[src/rtl/snake_pkg.sv]
// Shared constants and types for the snake game blocks: grid geometry,
// game-state encodings, the apple spawn controller state type and a
// saturating counter helper.
package snake_pkg;

    localparam int GRID_W  = 64;
    localparam int GRID_H  = 48;
    localparam int COORD_W = 6;
    localparam int SEED_W  = 12;
    localparam int SKIP_W  = 8;

    // Game FSM state as seen on cstate; only PLAY is meaningful here.
    localparam logic [1:0] CSTATE_PLAY = 2'b01;

    typedef enum logic [1:0] {
        IDLE = 2'b00,
        LOAD = 2'b01,
        SCAN = 2'b10
    } spawn_state_t;

    // Increment that sticks at all-ones instead of wrapping.
    function automatic logic [15:0] sat_inc16(input logic [15:0] v);
        if (v == 16'hFFFF) begin
            sat_inc16 = v;
        end else begin
            sat_inc16 = v + 16'd1;
        end
    endfunction

endpackage

[src/rtl/raster_cursor.sv]
// Raster-order grid cursor: clear to (0,0), or step x then y with wrap
// back to (0,0) after the last cell. Coordinates never leave the grid.
module raster_cursor #(
    parameter int GRID_W  = snake_pkg::GRID_W,
    parameter int GRID_H  = snake_pkg::GRID_H,
    parameter int COORD_W = snake_pkg::COORD_W
) (
    input  logic               clk,
    input  logic               rst,
    input  logic               clr,
    input  logic               adv,
    output logic [COORD_W-1:0] x,
    output logic [COORD_W-1:0] y
);
    import snake_pkg::*;

    localparam logic [COORD_W-1:0] X_MAX = COORD_W'(GRID_W - 1);
    localparam logic [COORD_W-1:0] Y_MAX = COORD_W'(GRID_H - 1);

    logic [COORD_W-1:0] x_r;
    logic [COORD_W-1:0] y_r;

    // Cursor register: clear has priority over advance; end of row steps y.
    always_ff @(posedge clk) begin
        if (rst || clr) begin
            x_r <= {COORD_W{1'b0}};
            y_r <= {COORD_W{1'b0}};
        end else if (adv) begin
            if (x_r == X_MAX) begin
                x_r <= {COORD_W{1'b0}};
                if (y_r == Y_MAX) begin
                    y_r <= {COORD_W{1'b0}};
                end else begin
                    y_r <= y_r + COORD_W'(1);
                end
            end else begin
                x_r <= x_r + COORD_W'(1);
            end
        end
    end

    assign x = x_r;
    assign y = y_r;

endmodule

[src/rtl/apple_spawn_ctrl.sv]
// Apple spawn controller. After an eat event it latches a random skip
// count, walks the grid in raster order asking the external occupancy
// checker about each cell, skips that many free cells and commits the next
// free one as the apple. A full board yields a spawn_fail pulse.
// Optional statistics outputs are enabled with APPLE_SPAWN_STATS_EN.
module apple_spawn_ctrl #(
    parameter int GRID_W  = snake_pkg::GRID_W,
    parameter int GRID_H  = snake_pkg::GRID_H,
    parameter int COORD_W = snake_pkg::COORD_W,
    parameter int SEED_W  = snake_pkg::SEED_W,
    parameter int SKIP_W  = snake_pkg::SKIP_W
) (
    input  logic               OSC_50,
    input  logic               rst,
    input  logic [1:0]         cstate,
    input  logic               eat,
    input  logic [SEED_W-1:0]  randomseed,
    output logic [COORD_W-1:0] cand_x,
    output logic [COORD_W-1:0] cand_y,
    input  logic               cand_occupied,
    output logic [COORD_W-1:0] apple_x,
    output logic [COORD_W-1:0] apple_y,
    output logic               apple_valid,
    output logic               busy,
`ifdef APPLE_SPAWN_STATS_EN
    output logic [15:0]        spawn_cnt,
    output logic [15:0]        last_scan_len,
`endif
    output logic               spawn_done,
    output logic               spawn_fail
);
    import snake_pkg::*;

    // since_free must reach GRID_W*GRID_H-1 without wrapping.
    localparam int CNT_W = $clog2(GRID_W * GRID_H);
    localparam logic [CNT_W-1:0] LAST_CELL = CNT_W'(GRID_W * GRID_H - 1);

    spawn_state_t       state_r, next_state_s;
    logic [SKIP_W-1:0]  skip_r, skip_nxt_s;
    logic [CNT_W-1:0]   since_free_r, since_free_nxt_s;
    logic [COORD_W-1:0] apple_x_r, apple_x_nxt_s;
    logic [COORD_W-1:0] apple_y_r, apple_y_nxt_s;
    logic               apple_valid_r, apple_valid_nxt_s;
    logic               pending_r, pending_nxt_s;
    logic               done_r, done_nxt_s;
    logic               fail_r, fail_nxt_s;
    logic               busy_r;
    logic               cur_clr_s, cur_adv_s;
    logic               play_s;
    logic [COORD_W-1:0] cur_x_s, cur_y_s;
    logic               unused_seed_bits_s;

    assign play_s = (cstate == CSTATE_PLAY);
    // Only the low SKIP_W seed bits are meaningful here.
    assign unused_seed_bits_s = ^randomseed[SEED_W-1:SKIP_W];

    raster_cursor #(
        .GRID_W  (GRID_W),
        .GRID_H  (GRID_H),
        .COORD_W (COORD_W)
    ) u_cursor (
        .clk (OSC_50),
        .rst (rst),
        .clr (cur_clr_s),
        .adv (cur_adv_s),
        .x   (cur_x_s),
        .y   (cur_y_s)
    );

    // Next-state, cursor control and datapath updates for the spawn FSM.
    always_comb begin
        next_state_s      = state_r;
        skip_nxt_s        = skip_r;
        since_free_nxt_s  = since_free_r;
        apple_x_nxt_s     = apple_x_r;
        apple_y_nxt_s     = apple_y_r;
        apple_valid_nxt_s = apple_valid_r;
        pending_nxt_s     = pending_r;
        done_nxt_s        = 1'b0;
        fail_nxt_s        = 1'b0;
        cur_clr_s         = 1'b0;
        cur_adv_s         = 1'b0;
        case (state_r)
            IDLE: begin
                if ((eat || pending_r) && play_s) begin
                    next_state_s  = LOAD;
                    pending_nxt_s = 1'b0;
                end else begin
                    next_state_s = IDLE;
                end
            end
            LOAD: begin
                if (!play_s) begin
                    // Game left PLAY: drop the request silently.
                    next_state_s  = IDLE;
                    pending_nxt_s = 1'b0;
                end else begin
                    pending_nxt_s    = pending_r | eat;
                    skip_nxt_s       = randomseed[SKIP_W-1:0];
                    since_free_nxt_s = {CNT_W{1'b0}};
                    cur_clr_s        = 1'b1;
                    next_state_s     = SCAN;
                end
            end
            SCAN: begin
                if (!play_s) begin
                    next_state_s  = IDLE;
                    pending_nxt_s = 1'b0;
                end else begin
                    pending_nxt_s = pending_r | eat;
                    if (!cand_occupied) begin
                        if (skip_r == {SKIP_W{1'b0}}) begin
                            apple_x_nxt_s     = cur_x_s;
                            apple_y_nxt_s     = cur_y_s;
                            apple_valid_nxt_s = 1'b1;
                            done_nxt_s        = 1'b1;
                            next_state_s      = IDLE;
                        end else begin
                            skip_nxt_s       = skip_r - SKIP_W'(1);
                            since_free_nxt_s = {CNT_W{1'b0}};
                            cur_adv_s        = 1'b1;
                        end
                    end else begin
                        if (since_free_r == LAST_CELL) begin
                            // A whole sweep without a free cell: board is full.
                            apple_valid_nxt_s = 1'b0;
                            fail_nxt_s        = 1'b1;
                            next_state_s      = IDLE;
                        end else begin
                            since_free_nxt_s = since_free_r + CNT_W'(1);
                            cur_adv_s        = 1'b1;
                        end
                    end
                end
            end
            default: begin
                next_state_s = IDLE;
            end
        endcase
    end

    // State, counters, apple register and registered status outputs.
    always_ff @(posedge OSC_50) begin
        if (rst) begin
            state_r       <= IDLE;
            skip_r        <= {SKIP_W{1'b0}};
            since_free_r  <= {CNT_W{1'b0}};
            apple_x_r     <= COORD_W'(1);
            apple_y_r     <= COORD_W'(1);
            apple_valid_r <= 1'b1;
            pending_r     <= 1'b0;
            done_r        <= 1'b0;
            fail_r        <= 1'b0;
            busy_r        <= 1'b0;
        end else begin
            state_r       <= next_state_s;
            skip_r        <= skip_nxt_s;
            since_free_r  <= since_free_nxt_s;
            apple_x_r     <= apple_x_nxt_s;
            apple_y_r     <= apple_y_nxt_s;
            apple_valid_r <= apple_valid_nxt_s;
            pending_r     <= pending_nxt_s;
            done_r        <= done_nxt_s;
            fail_r        <= fail_nxt_s;
            busy_r        <= (next_state_s != IDLE);
        end
    end

`ifdef APPLE_SPAWN_STATS_EN
    logic [15:0] spawn_cnt_r;
    logic [15:0] scan_cnt_r;
    logic [15:0] last_scan_len_r;

    // Spawn counter and per-scan cycle measurement, both saturating.
    always_ff @(posedge OSC_50) begin
        if (rst) begin
            spawn_cnt_r     <= 16'd0;
            scan_cnt_r      <= 16'd0;
            last_scan_len_r <= 16'd0;
        end else begin
            if (done_nxt_s) begin
                spawn_cnt_r <= sat_inc16(spawn_cnt_r);
            end
            if (state_r == LOAD) begin
                scan_cnt_r <= 16'd0;
            end else if (state_r == SCAN) begin
                scan_cnt_r <= sat_inc16(scan_cnt_r);
            end
            if (done_nxt_s || fail_nxt_s) begin
                last_scan_len_r <= sat_inc16(scan_cnt_r);
            end
        end
    end

    assign spawn_cnt     = spawn_cnt_r;
    assign last_scan_len = last_scan_len_r;
`endif

    assign cand_x      = cur_x_s;
    assign cand_y      = cur_y_s;
    assign apple_x     = apple_x_r;
    assign apple_y     = apple_y_r;
    assign apple_valid = apple_valid_r;
    assign busy        = busy_r;
    assign spawn_done  = done_r;
    assign spawn_fail  = fail_r;

endmodule

[config.mk]
export PLATFORM = sky130hd
export DESIGN_NAME = apple_spawn_ctrl
export DESIGN_NICKNAME = d
export VERILOG_FILES = /design/src/rtl/snake_pkg.sv /design/src/rtl/raster_cursor.sv /design/src/rtl/apple_spawn_ctrl.sv
export SDC_FILE = /design/constraint.sdc
export NUM_CORES = 1
export LEC_CHECK = 0
export CAP_MARGIN = 20
export CORE_ASPECT_RATIO = 1.5
export CORE_MARGIN = 5
export CORE_UTILIZATION = 55
export CTS_BUF_LIST = sky130_fd_sc_hd__clkbuf_4 sky130_fd_sc_hd__clkbuf_8
export CTS_CLUSTER_DIAMETER = 80
export DETAILED_ROUTE_END_ITERATION = 8
export HOLD_SLACK_MARGIN = 0.08
export PLACE_DENSITY = 0.85
export SYNTH_ARGS = -nofsm -noshare
export SYNTH_HDL_FRONTEND = slang
export SYNTH_SLANG_ARGS = --single-unit
[constraint.sdc]
create_clock -name OSC_50 -period 2 [get_ports OSC_50]
set_input_delay 0.2 -clock OSC_50 [delete_from_list [all_inputs] [get_ports OSC_50]]
set_output_delay 0.2 -clock OSC_50 [all_outputs]
set_load 0.02 [all_outputs]
; Yosys cells after proc, flatten, opt, wreduce, memory -nomap -nowiden
; Cells that the tools add are included.
[classes]
add_sub_neg = 4
multipliers = 0
div = 0
magnitude_cmp = 0
eq_ne = 14
n_shift = 0
n_mux = 35
bitwise_logic = 4
reduce_logical = 18
[ops]
columns = cell, n
row1 = 12-bit two-way mux, 5
row2 = 8-bit two-way mux, 4
row3 = 12-bit case mux with 2 select lines, 1
row4 = 8-bit case mux with 2 select lines, 1
row5 = 1-bit two-way mux, 15
row6 = 12-bit by 1-bit adder with 12-bit output (second input constant), 1
row7 = 6-bit by 1-bit adder with 6-bit output (second input constant), 2
row8 = 12-bit == test (second input constant), 1
row9 = 6-bit == test (second input constant), 2
row10 = 6-bit two-way mux, 2
row11 = 2-bit two-way mux, 5
row12 = 2-bit != test (second input constant), 5
row13 = 5-bit AND reduction, 2
row14 = 8-bit logical NOT, 1
row15 = 4-bit AND reduction, 2
row16 = 2-bit nonzero test, 4
row17 = 4-bit OR reduction, 2
row18 = 8-bit by 1-bit subtractor with 8-bit output (second input constant), 1
row19 = 3-bit != test (second input constant), 2
row20 = 2-bit case mux with 3 select lines, 1
row21 = 2-bit by 1-bit == test with 1-bit output (second input constant), 2
row22 = 2-bit AND reduction, 2
row23 = 1-bit inverter, 3
row24 = 2-bit == test (second input constant), 1
row25 = other kinds (7), 8
[totals]
ff_bits = 51
latchBits = 0
ram_bits = 0
romBits = 0
in_bits = 18
output_inout_bits = 28
wordCells = 87
n_memories = 0

; Longest topological paths before layout
; Gate-level depths: netlist of run 1.
[logic_depth]
ltp_word = 6
mapped_depth = 8
depth_no_buf = 6

; By module
; A second synthesis of run 1 with hierarchy kept.
[hier_totals]
hier_cells = 285
hier_area_um2 = 2583.7
[modules_own_cells]
columns = module, instances, cells_each, area_per_inst_um2
row1 = apple_spawn_ctrl, 1, 226, 2016.9
row2 = raster_cursor, 1, 59, 566.8

; Least setup slack after synthesis of run 1
; No wires, ideal clock.
[synth_path]
path_kind = register to register
startpoint = register state_r[0]
endpoint = register apple_x_r[0] (netlist: apple_x[0])
setup_time_ps = 135
t_arrival_ps = 1661
required_time_ps = 1865
path_slack_ps = 205
path_stages_with_launch = 8
path_buffers = 2
synth_period_minus_slack_ps = 1795
path_cell_list = dfxtp_1 inv_1 ha_1 buf_2 and3b_1 a31oi_1 clkbuf_1 a22oi_1
[synth_between]
elab_chain_len = 2
[synth_rtl]
columns = item, line_no
row1 = from (decl), apple_spawn_ctrl.sv:38  ; spawn_state_t state_r, next_state_s;
row2 = from (signal assigned), apple_spawn_ctrl.sv:156  ; state_r <= next_state_s;
row3 = 2-bit == test, apple_spawn_ctrl.sv:83  ; case (state_r)
row4 = 4-bit AND reduction (no line), n/a
row5 = to (signal assigned), apple_spawn_ctrl.sv:159  ; apple_x_r <= apple_x_nxt_s;
row6 = to (decl), apple_spawn_ctrl.sv:41  ; logic [COORD_W-1:0] apple_x_r, apple_x_nxt_s;
; Every way passes these cells.
; A chain may end at the register's enable or synchronous reset.

; Final worst setup path of run 1
[layout_path]
startpoint = register state_r[1]
endpoint = register u_cursor.y_r[2] (netlist: u_cursor.y[2])
[layout_between]
elab_chain_len = 3
[layout_rtl]
columns = item, line_no
row1 = 2-bit == test / 2-bit by 1-bit == test with 1-bit output (equally long branches), apple_spawn_ctrl.sv:83
row2 = 1-bit two-way mux, apple_spawn_ctrl.sv:83
row3 = 2-bit AND reduction (no line) / 1-bit logical OR (equally long branches), n/a
row4 = to (signal assigned), raster_cursor.sv:27  ; y_r <= {COORD_W{1'b0}};
row5 = to (signal assigned), raster_cursor.sv:32  ; y_r <= {COORD_W{1'b0}};
row6 = to (signal assigned), raster_cursor.sv:34  ; y_r <= y_r + COORD_W'(1);
row7 = to (decl), raster_cursor.sv:21  ; logic [COORD_W-1:0] y_r;
; Several ways; a longest one is shown, not always the timed one.

==> flow_summary.html, run 1 <==
<table>
<tr><th>Metric</th><th>Value</th></tr>
<tr><th colspan="2">Yosys</th></tr>
<tr><td>Leading cell types by count after synthesis</td><td>dfxtp_1, nand2_1, inv_1, a21oi_1, nor2_1</td></tr>
<tr><td>Post-synthesis sequential element count</td><td>51</td></tr>
<tr><td>Area share of the largest cell type after synthesis</td><td>36.14%</td></tr>
<tr><td>Netlist Area Pre-Place</td><td>2825 sq um</td></tr>
<tr><td>Fraction of the yosys area taken by sequential cells</td><td>36.14%</td></tr>
<tr><td>Number of enable flip-flop cells after synthesis</td><td>0</td></tr>
<tr><td>Share of synthesized area spent on multiplexers</td><td>2.214%</td></tr>
<tr><td>Mapped Cells</td><td>302</td></tr>
<tr><td>Area share of xor/xnor cells in the synthesized design</td><td>0%</td></tr>
<tr><td>Mean instance size in the synthesized netlist</td><td>9.355 sq um</td></tr>
<tr><td>Synth warn</td><td>0</td></tr>
<tr><td>Post-synthesis cell type count</td><td>60</td></tr>
<tr><td>Fraction of synthesis flops using an asynchronous set or reset pin</td><td>0%</td></tr>
<tr><td>Share of synthesized cell area in and, or, nand and nor gates</td><td>20.77%</td></tr>
<tr><td>Synthesized netlist net count</td><td>328</td></tr>
<tr><td>Top post-synthesis cells by area</td><td>dfxtp_1, a31oi_4, ha_1, nand2_1, a22o_1</td></tr>
<tr><td>Largest family of logic cells by synthesized area</td><td>compound AO/OA/AOI/OAI gates</td></tr>
<tr><td>Largest area contributor in the synthesized netlist</td><td>dfxtp_1</td></tr>
<tr><td>Synthesized-area fraction occupied by adder cells</td><td>3.543%</td></tr>
<tr><td>Most numerous cell in the Yosys netlist</td><td>dfxtp_1</td></tr>
<tr><td>Fraction of the mapped netlist area in compound gates</td><td>31.44%</td></tr>
<tr><td>Ys flop type</td><td>dfxtp_1</td></tr>
<tr><th colspan="2">Flow run</th></tr>
<tr><td>Max-cap viol count</td><td>0</td></tr>
<tr><th colspan="2">Cells and area</th></tr>
<tr><td>Final Instance Count excl. Fillers</td><td>434</td></tr>
<tr><td>Final layout net count</td><td>391</td></tr>
<tr><td>Antenna Diode Count</td><td>0</td></tr>
<tr><td>Total non-filler cell area in the finished layout</td><td>3642 sq um</td></tr>
<tr><td>Share of final-layout standard cells stronger than drive strength 1</td><td>19.40%</td></tr>
<tr><td>Growth of design area from synthesis to finish</td><td>28.92%</td></tr>
<tr><th colspan="2">Routing</th></tr>
<tr><td>Iteration-0 DRC Markers</td><td>238</td></tr>
<tr><td>Mean number of vias per cell</td><td>6.364</td></tr>
<tr><td>Routed wire per std cell</td><td>16.95 um</td></tr>
<tr><td>First-pass DRT Iterations</td><td>5</td></tr>
<tr><td>WL final</td><td>7356 um</td></tr>
<tr><td>Antenna-violating nets left</td><td>0</td></tr>
<tr><td>Routed via count</td><td>2762</td></tr>
<tr><td>DRC violations left</td><td>0</td></tr>
<tr><th colspan="2">Timing</th></tr>
<tr><td>Fmax</td><td>523.0 MHz</td></tr>
<tr><td>Total negative slack</td><td>0 ns</td></tr>
<tr><td>Max-slew violation count</td><td>0</td></tr>
<tr><td>Setup Skew</td><td>0.008706 ns</td></tr>
<tr><td>Setup repair after global routing missed its margin</td><td>false</td></tr>
<tr><td>Post-layout minimum cycle time</td><td>1.912 ns</td></tr>
<tr><td>Number of endpoints with negative hold slack in the final report</td><td>0</td></tr>
<tr><td>Slack of the critical path</td><td>0.08787 ns</td></tr>
<tr><td>Worst slew margin</td><td>63.65%</td></tr>
<tr><td>Final period utilization</td><td>95.61%</td></tr>
<tr><td>Final setup viols</td><td>0</td></tr>
<tr><td>Slew at the pin with the worst max-slew slack</td><td>0.5377 ns</td></tr>
<tr><th colspan="2">Global routing</th></tr>
<tr><td>Wire length of the first global-routing pass</td><td>12100 um</td></tr>
<tr><td>Antenna violations before repair</td><td>0</td></tr>
<tr><td>Via count of the first global-routing pass</td><td>2642</td></tr>
<tr><td>Largest net degree at the start of global routing</td><td>17</td></tr>
<tr><td>Total overflow reported by the global router</td><td>0</td></tr>
<tr><td>GRT Resource Usage Total</td><td>22.76%</td></tr>
<tr><th colspan="2">Pwr</th></tr>
<tr><td>Peak supply drop</td><td>0.0004497 V</td></tr>
<tr><td>Power per unit of standard cell area</td><td>491.1 nW/um^2</td></tr>
<tr><td>Reported leakage power</td><td>1.337 nW</td></tr>
<tr><th colspan="2">Place</th></tr>
<tr><td>Count of port buffers added during placement</td><td>41</td></tr>
<tr><td>Instance area at placement</td><td>3511 sq um</td></tr>
<tr><td>Worst setup slack before clock tree synthesis</td><td>-0.09019 ns</td></tr>
<tr><td>Sum of net half-perimeters after detailed placement</td><td>5554 um</td></tr>
<tr><td>Cell Count Post-Placement</td><td>426</td></tr>
<tr><td>Final GP Congestion</td><td>0.9454</td></tr>
<tr><th colspan="2">Die</th></tr>
<tr><td>Die ar.</td><td>6700 sq um</td></tr>
<tr><td>Std cell rows</td><td>32</td></tr>
<tr><td>Die Width</td><td>68.52 um</td></tr>
<tr><td>Starting density of the core</td><td>55.56%</td></tr>
<tr><td>Die height</td><td>97.78 um</td></tr>
<tr><td>Placeable core region</td><td>5085 sq um</td></tr>
<tr><td>Boundary pin count</td><td>46</td></tr>
<tr><th colspan="2">Critical path</th></tr>
<tr><td>Data required time at the worst endpoint</td><td>2.24 ns</td></tr>
<tr><td>Type of destination of the critical path</td><td>flip-flop</td></tr>
<tr><td>Critical path peak fanout</td><td>6</td></tr>
<tr><td>Type of the setup path with the least slack</td><td>reg2reg</td></tr>
<tr><td>Worst EP arrival</td><td>2.16 ns</td></tr>
<tr><td>Kind of launch point of the worst setup path</td><td>flip-flop</td></tr>
<tr><th colspan="2">Clock tree</th></tr>
<tr><td>Clk sinks</td><td>51</td></tr>
<tr><td>Clock buffer count from CTS</td><td>5</td></tr>
<tr><td>Root cell of the clock tree</td><td>clkbuf_8</td></tr>
<tr><td>Post-cts hold buffer count</td><td>0</td></tr>
<tr><td>Insertion delay of the later-clocked pin in the worst-skew pair</td><td>0.30 ns</td></tr>
<tr><td>Clock tree from TritonCTS</td><td>done</td></tr>
<tr><td>Worst-path clk slew</td><td>0.10 ns</td></tr>
<tr><td>Buffer depth of the longest clock path</td><td>2</td></tr>
<tr><td>CTS H-tree depth</td><td>2</td></tr>
<tr><th colspan="2">Run status</th></tr>
<tr><td>Outcome</td><td>complete, no violations</td></tr>
<tr><th colspan="2">Min path</th></tr>
<tr><td>Worst hold path class</td><td>reg2reg</td></tr>
</table>
[critical path, cell delays in order, from the launching register on]
cell and delay, ns:
dfxtp_1 0.42, ha_2 0.28, and3b_1 0.27, o211ai_2 0.12
buf_4 0.17, or4_1 0.46, a21oi_1 0.15
[registers in the layout, indices dropped and copies added, names as in the netlist]
signal	cells
skip_r	8
state_r	2
u_cursor.y	6
spawn_fail	1
apple_y	6
spawn_done	1
apple_valid	1
u_cursor.x	6
pending_r	1
apple_x	6
since_free_r	12
busy	1
[cells by family after synthesis]
group	Yosys count
multiplexers	5
adder cells (fa/ha/maj)	8
buffers and inverters	37
flip-flops	51
AO/OA/AOI/OAI	99
AND/OR/NAND/NOR	102
[final cells by class]
| class | count | area (sq um) |
|---|---|---|
| well taps | 68 | 85.08 |
| multi-input cells | 214 | 1664 |
| clock inverters | 2 | 16.27 |
| flip-flops and latches | 51 | 1023 |
| clock buffers | 6 | 82.58 |
| inverters | 19 | 71.32 |
| repair buffers | 74 | 699.4 |
| fillers | 397 | 1443 |
[metal layers]
layer	part of all wire, %	GRT usage, %
met5	0	0
met4	3.2	10.87
met3	5.5	4.028
met2	54	38.93
met1	37	26.22
[cell usage in the layout (no fill, tap or decap), types with 3 or more instances in the layout]
| master | Yosys | final |
|---|---|---|
| dfxtp_1 | 51 | 49 |
| clkdlybuf4s50_1 | 0 | 41 |
| buf_4 | 2 | 29 |
| nand2_1 | 26 | 26 |
| inv_1 | 17 | 15 |
| a21oi_1 | 12 | 11 |
| nor2_1 | 11 | 11 |
| and3_1 | 10 | 10 |
| a31oi_1 | 10 | 10 |
| a22o_1 | 10 | 10 |
| a31oi_4 | 9 | 9 |
| o21ai_0 | 7 | 7 |
| nand2b_1 | 7 | 7 |
| nand3_1 | 6 | 6 |
| a211oi_1 | 6 | 6 |
| nor3_1 | 6 | 6 |
| a221oi_1 | 6 | 6 |
| o32ai_1 | 6 | 6 |
| ha_1 | 8 | 6 |
| clkbuf_8 | 0 | 6 |
| nand4_1 | 5 | 5 |
| nor4_1 | 4 | 4 |
| and3b_1 | 4 | 4 |
| or4_1 | 4 | 4 |
| a41oi_1 | 4 | 4 |
| o31ai_1 | 4 | 4 |
| mux2i_1 | 4 | 4 |
| inv_2 | 1 | 3 |
| and2_1 | 3 | 3 |
| o211ai_1 | 3 | 3 |
| o211ai_2 | 3 | 3 |
| buf_12 | 0 | 3 |
[power by group]
| part | internal, mW | switching, mW | total, mW |
|---|---|---|---|
| clock network | 0.283 | 0.344 | 0.627 |
| logic | 0.0668 | 0.0760 | 0.143 |
| registers | 1.02 | 0.00200 | 1.02 |
[worst paths after layout]
kind / startpoint / end / slack [ns] / depth (start not counted)
setup / recovery: state_r[1]$_SDFF_PP0_ / u_cursor.y[2]$_SDFFE_PP0P_ / 0.09 / 6
hold / removal: apple_x[0]$_SDFFE_PP1P_ / apple_x[0]$_SDFFE_PP1P_ / 0.48 / 2
setup reg to reg: state_r[1]$_SDFF_PP0_ / u_cursor.y[2]$_SDFFE_PP0P_ / 0.09 / 6
hold reg to reg: apple_x[0]$_SDFFE_PP1P_ / apple_x[0]$_SDFFE_PP1P_ / 0.48 / 2
[stage by stage]
stage | utilization [%] | power [mW] | hold WS (ns)
floorplan | - | 1.116 | 0.4062
finish | 71.63 | 1.789 | 0.4775
global route | 71.63 | 1.847 | 0.4954
detailed placement | 69.05 | 1.179 | 0.4645
global placement | 69.05 | 1.176 | 0.4508
CTS | 71.38 | 1.801 | 0.4782
[what timing repair did]
action	in CTS	in global routing
setup endpoints to repair	3	9
buffers inserted	0	0
gates cloned	0	0
gates resized for setup	4	7
pin swaps	3	2
(Power assumes the default switching activity.)
==> run 2: changes to the inputs <==
ABC_AREA = 1   (was unset)
==> run 2 against run 1 <==
Core utilization decreased by 1.5 points. Critical path type unchanged. Critical path depth increased by 5. First-iteration DRC count decreased by 49%. Maximum frequency increased by 7.5%. Critical endpoint is now apple_x[5]$_SDFFE_PP0P_.
==> flow_summary.html, run 2 <==
<table>
<tr><th>Metric</th><th>Value</th></tr>
<tr><th colspan="2">Clock tree</th></tr>
<tr><td>Clock tree from TritonCTS</td><td>done</td></tr>
<tr><td>Buffer depth of the longest clock path</td><td>2</td></tr>
<tr><td>Number of instances resized during post-cts repair</td><td>0</td></tr>
<tr><td>Root cell of the clock tree</td><td>clkbuf_8</td></tr>
<tr><td>CTS H-tree depth</td><td>2</td></tr>
<tr><td>Clk sinks</td><td>51</td></tr>
<tr><td>Insertion delay of the later-clocked pin in the worst-skew pair</td><td>0.31 ns</td></tr>
<tr><td>Clock buffer count from CTS</td><td>5</td></tr>
<tr><td>Post-cts hold buffer count</td><td>0</td></tr>
<tr><td>Worst-path clk slew</td><td>0.09 ns</td></tr>
<tr><td>Postcts setup bufs</td><td>0</td></tr>
<tr><th colspan="2">Die</th></tr>
<tr><td>Placeable core region</td><td>4810 sq um</td></tr>
<tr><td>Die ar.</td><td>6507 sq um</td></tr>
<tr><td>Starting density of the core</td><td>56.82%</td></tr>
<tr><td>Die height</td><td>96.33 um</td></tr>
<tr><td>Die Width</td><td>67.55 um</td></tr>
<tr><td>Boundary pin count</td><td>46</td></tr>
<tr><td>Std cell rows</td><td>31</td></tr>
<tr><th colspan="2">Pwr</th></tr>
<tr><td>Fraction of power consumed by combinational cells</td><td>7.0%</td></tr>
<tr><td>Fraction of power spent switching nets</td><td>22.00%</td></tr>
<tr><td>Clock Power Share</td><td>38.9%</td></tr>
<tr><td>Power per unit of standard cell area</td><td>567.0 nW/um^2</td></tr>
<tr><td>Peak supply drop</td><td>0.0005747 V</td></tr>
<tr><td>Share of total power in sequential cells</td><td>54.1%</td></tr>
<tr><td>Reported leakage power</td><td>1.349 nW</td></tr>
<tr><td>Overall power after layout</td><td>1.911 mW</td></tr>
<tr><td>Int Power</td><td>1.491 mW</td></tr>
<tr><td>Switching component of the power</td><td>0.4205 mW</td></tr>
<tr><th colspan="2">Yosys</th></tr>
<tr><td>Fraction of synthesis flops using an asynchronous set or reset pin</td><td>0%</td></tr>
<tr><td>Mean instance size in the synthesized netlist</td><td>6.764 sq um</td></tr>
<tr><td>Mapped Cells</td><td>404</td></tr>
<tr><td>Post-synthesis cell type count</td><td>32</td></tr>
<tr><td>Netlist Area Pre-Place</td><td>2733 sq um</td></tr>
<tr><td>Most numerous cell in the Yosys netlist</td><td>nand2_1</td></tr>
<tr><td>Top post-synthesis cells by area</td><td>dfxtp_1, nand2_1, nor2_1, inv_1, nand3_1</td></tr>
<tr><td>Area share of the largest cell type after synthesis</td><td>37.36%</td></tr>
<tr><td>Synthesized netlist net count</td><td>430</td></tr>
<tr><td>Synth warn</td><td>0</td></tr>
<tr><td>Leading cell types by count after synthesis</td><td>nand2_1, dfxtp_1, nor2_1, inv_1, nand3_1</td></tr>
<tr><td>Ys flop type</td><td>dfxtp_1</td></tr>
<tr><td>Number of enable flip-flop cells after synthesis</td><td>0</td></tr>
<tr><td>Post-synthesis sequential element count</td><td>51</td></tr>
<tr><td>Largest area contributor in the synthesized netlist</td><td>dfxtp_1</td></tr>
<tr><td>Fraction of the yosys area taken by sequential cells</td><td>37.36%</td></tr>
<tr><th colspan="2">Timing</th></tr>
<tr><td>Setup repair after global routing missed its margin</td><td>false</td></tr>
<tr><td>Total negative slack</td><td>0 ns</td></tr>
<tr><td>Max-slew violation count</td><td>0</td></tr>
<tr><td>Post-layout minimum cycle time</td><td>1.779 ns</td></tr>
<tr><td>Final setup viols</td><td>0</td></tr>
<tr><td>Slew at the pin with the worst max-slew slack</td><td>0.4965 ns</td></tr>
<tr><td>Final period utilization</td><td>88.94%</td></tr>
<tr><td>Post-Route Hold Slack</td><td>0.4485 ns</td></tr>
<tr><td>Number of endpoints with negative hold slack in the final report</td><td>0</td></tr>
<tr><td>Worst slew margin</td><td>66.64%</td></tr>
<tr><td>Fmax</td><td>562.2 MHz</td></tr>
<tr><td>Setup Skew</td><td>0.008946 ns</td></tr>
<tr><th colspan="2">Critical path</th></tr>
<tr><td>Levels on crit path</td><td>11</td></tr>
<tr><td>Worst setup slack for register-to-register paths</td><td>0.22 ns</td></tr>
<tr><td>Worst EP arrival</td><td>1.97 ns</td></tr>
<tr><td>Kind of launch point of the worst setup path</td><td>flip-flop</td></tr>
<tr><td>CP endpoint</td><td>apple_x[5]$_SDFFE_PP0P_</td></tr>
<tr><td>Register-to-Register Path Depth</td><td>11</td></tr>
<tr><td>Worst r2r dst</td><td>apple_x[5]$_SDFFE_PP0P_</td></tr>
<tr><td>Critical Path Source</td><td>skip_r[0]$_SDFFE_PP0P_</td></tr>
<tr><td>Top cell family by delay on the critical path</td><td>simple AND/OR/NAND/NOR gates</td></tr>
<tr><td>Dominant cell type by count on the critical path</td><td>nand2_1</td></tr>
<tr><td>Longest individual stage delay on the worst path</td><td>0.33 ns</td></tr>
<tr><td>Type of destination of the critical path</td><td>flip-flop</td></tr>
<tr><td>Type of the setup path with the least slack</td><td>reg2reg</td></tr>
<tr><td>Cell with the biggest individual delay on the critical path</td><td>dfxtp_1</td></tr>
<tr><td>Data required time at the worst endpoint</td><td>2.19 ns</td></tr>
<tr><td>Count of buffer and inverter cells on the critical path</td><td>3</td></tr>
<tr><td>Critical path, cell by cell</td><td>inv_1 &gt; ha_1 &gt; nand2_1 &gt; nor2_2 &gt; nand3_4 &gt; inv_2 &gt; nand2_1 &gt; nand2_1 &gt; inv_1 &gt; nand2_1 &gt; o21ai_0</td></tr>
<tr><td>Critical path peak fanout</td><td>11</td></tr>
<tr><td>Worst flop-to-flop path startpoint</td><td>skip_r[0]$_SDFFE_PP0P_</td></tr>
<tr><th colspan="2">Place</th></tr>
<tr><td>Sum of net half-perimeters after detailed placement</td><td>4847 um</td></tr>
<tr><td>Final GP Congestion</td><td>0.8811</td></tr>
<tr><td>Count of port buffers added during placement</td><td>41</td></tr>
<tr><td>Cell Count Post-Placement</td><td>513</td></tr>
<tr><th colspan="2">Cells and area</th></tr>
<tr><td>Register ranked first by flip-flop count</td><td>since_free_r</td></tr>
<tr><td>Leading cell type in the layout, fill and taps excluded</td><td>nand2_1</td></tr>
<tr><td>Antenna Diode Count</td><td>0</td></tr>
<tr><td>Regs by FF count</td><td>since_free_r (12), skip_r (8)</td></tr>
<tr><td>Final layout net count</td><td>480</td></tr>
<tr><td>Share of final-layout standard cells stronger than drive strength 1</td><td>9.890%</td></tr>
<tr><td>Final Instance Count excl. Fillers</td><td>521</td></tr>
<tr><td>Growth of design area from synthesis to finish</td><td>23.35%</td></tr>
<tr><td>Commonest cells after routing, fill and taps aside</td><td>nand2_1, dfxtp_1, nor2_1, clkdlybuf4s50_1, inv_1</td></tr>
<tr><td>Number of flip-flops under the largest register name</td><td>12</td></tr>
<tr><th colspan="2">Routing</th></tr>
<tr><td>Routed wire per std cell</td><td>12.24 um</td></tr>
<tr><td>Antenna-violating nets left</td><td>0</td></tr>
<tr><td>Routed via count</td><td>2693</td></tr>
<tr><td>First-pass DRT Iterations</td><td>4</td></tr>
<tr><td>DRC violations left</td><td>0</td></tr>
<tr><td>Iteration-0 DRC Markers</td><td>121</td></tr>
<tr><td>WL final</td><td>6377 um</td></tr>
<tr><td>Mean number of vias per cell</td><td>5.169</td></tr>
<tr><th colspan="2">Global routing</th></tr>
<tr><td>Largest net degree at the start of global routing</td><td>17</td></tr>
<tr><td>GRT Resource Usage Total</td><td>21.94%</td></tr>
<tr><td>Antenna violations before repair</td><td>0</td></tr>
<tr><td>Wire length of the first global-routing pass</td><td>11230 um</td></tr>
<tr><td>Total overflow reported by the global router</td><td>0</td></tr>
<tr><td>Via count of the first global-routing pass</td><td>2733</td></tr>
<tr><th colspan="2">Min path</th></tr>
<tr><td>Worst hold path class</td><td>reg2reg</td></tr>
<tr><th colspan="2">Flow run</th></tr>
<tr><td>Max-cap viol count</td><td>0</td></tr>
<tr><th colspan="2">Run status</th></tr>
<tr><td>Outcome</td><td>complete, no violations</td></tr>
</table>
==> run 2: kinds of logic (layout without fill, tap and decap cells) <==
group                      after synthesis  count (layout)  synth area share (%)
xor gates and xnor gates                 5               5                 1.602
DFF                                     51              51                 37.36
AOI/OAI and AO/OA                       56              56                 11.17
adders and majority gates                8               8                 3.663
buffers and inverters                   53             104                 8.104
and+or+nand+nor                        231             231                 38.10
==> run 2: how the worst min path moves through the flow <==
stage,from,endpoint,slack [ns],cells past startpoint
after CTS,apple_x[1]$_SDFFE_PP0P_,apple_x[1]$_SDFFE_PP0P_,0.46,2
after global placement,apple_x[4]$_SDFFE_PP0P_,apple_x[4]$_SDFFE_PP0P_,0.43,2
after floorplan,cstate[1],spawn_fail$_SDFF_PP0_,0.42,3
after detailed placement,apple_x[1]$_SDFFE_PP0P_,apple_x[1]$_SDFFE_PP0P_,0.44,2
final,apple_x[1]$_SDFFE_PP0P_,apple_x[1]$_SDFFE_PP0P_,0.45,2
after global routing,apple_valid$_SDFFE_PP1P_,apple_valid$_SDFFE_PP1P_,0.49,2
==> run 2: stage by stage <==
step | setup slack [ns] | cell area, sq um | util, %
after CTS | 0.1248 | 3366 | 69.98
after global placement | 0.1194 | 3248 | 67.53
final | 0.2212 | 3371 | 70.08
after global routing | 0.02157 | 3371 | 70.08
after detailed placement | 0.07465 | 3248 | 67.53
after floorplan | 0.3995 | 2733 | -
==> run 2: power by group through the flow <==
| stage | logic, mW | registers, mW | clock network [mW] |
|---|---|---|---|
| final | 0.134 | 1.03 | 0.742 |
| after global routing | 0.150 | 1.04 | 0.813 |
| after CTS | 0.134 | 1.03 | 0.765 |
| after detailed placement | 0.134 | 1.06 | 0 |
| after global placement | 0.130 | 1.06 | 0 |
| after floorplan | 0.0849 | 1.06 | 0 |
==> run 2: layout make-up <==
| cell class | instances | area (sq um) |
|---|---|---|
| inverter | 45 | 168.9 |
| multi-input combinational | 300 | 1495 |
| clock buffer | 6 | 82.58 |
| fill | 420 | 1439 |
| timing repair buffer | 51 | 485.5 |
| sequential | 51 | 1021 |
| tap | 66 | 82.58 |
| clock inverter | 2 | 35.03 |
==> run 2: layer usage <==
metal  share of wire [%]  global-route usage, %
met3                 4.6                  5.958
met2                  53                  39.72
met1                  40                  23.03
met5                   0                      0
met4                 2.0                  9.645
==> run 2: tightest hold or removal path, stage by stage (launching register included) <==
cell and delay, ns:
dfxtp_1 0.31, nand2_1 0.06, nand2_1 0.04
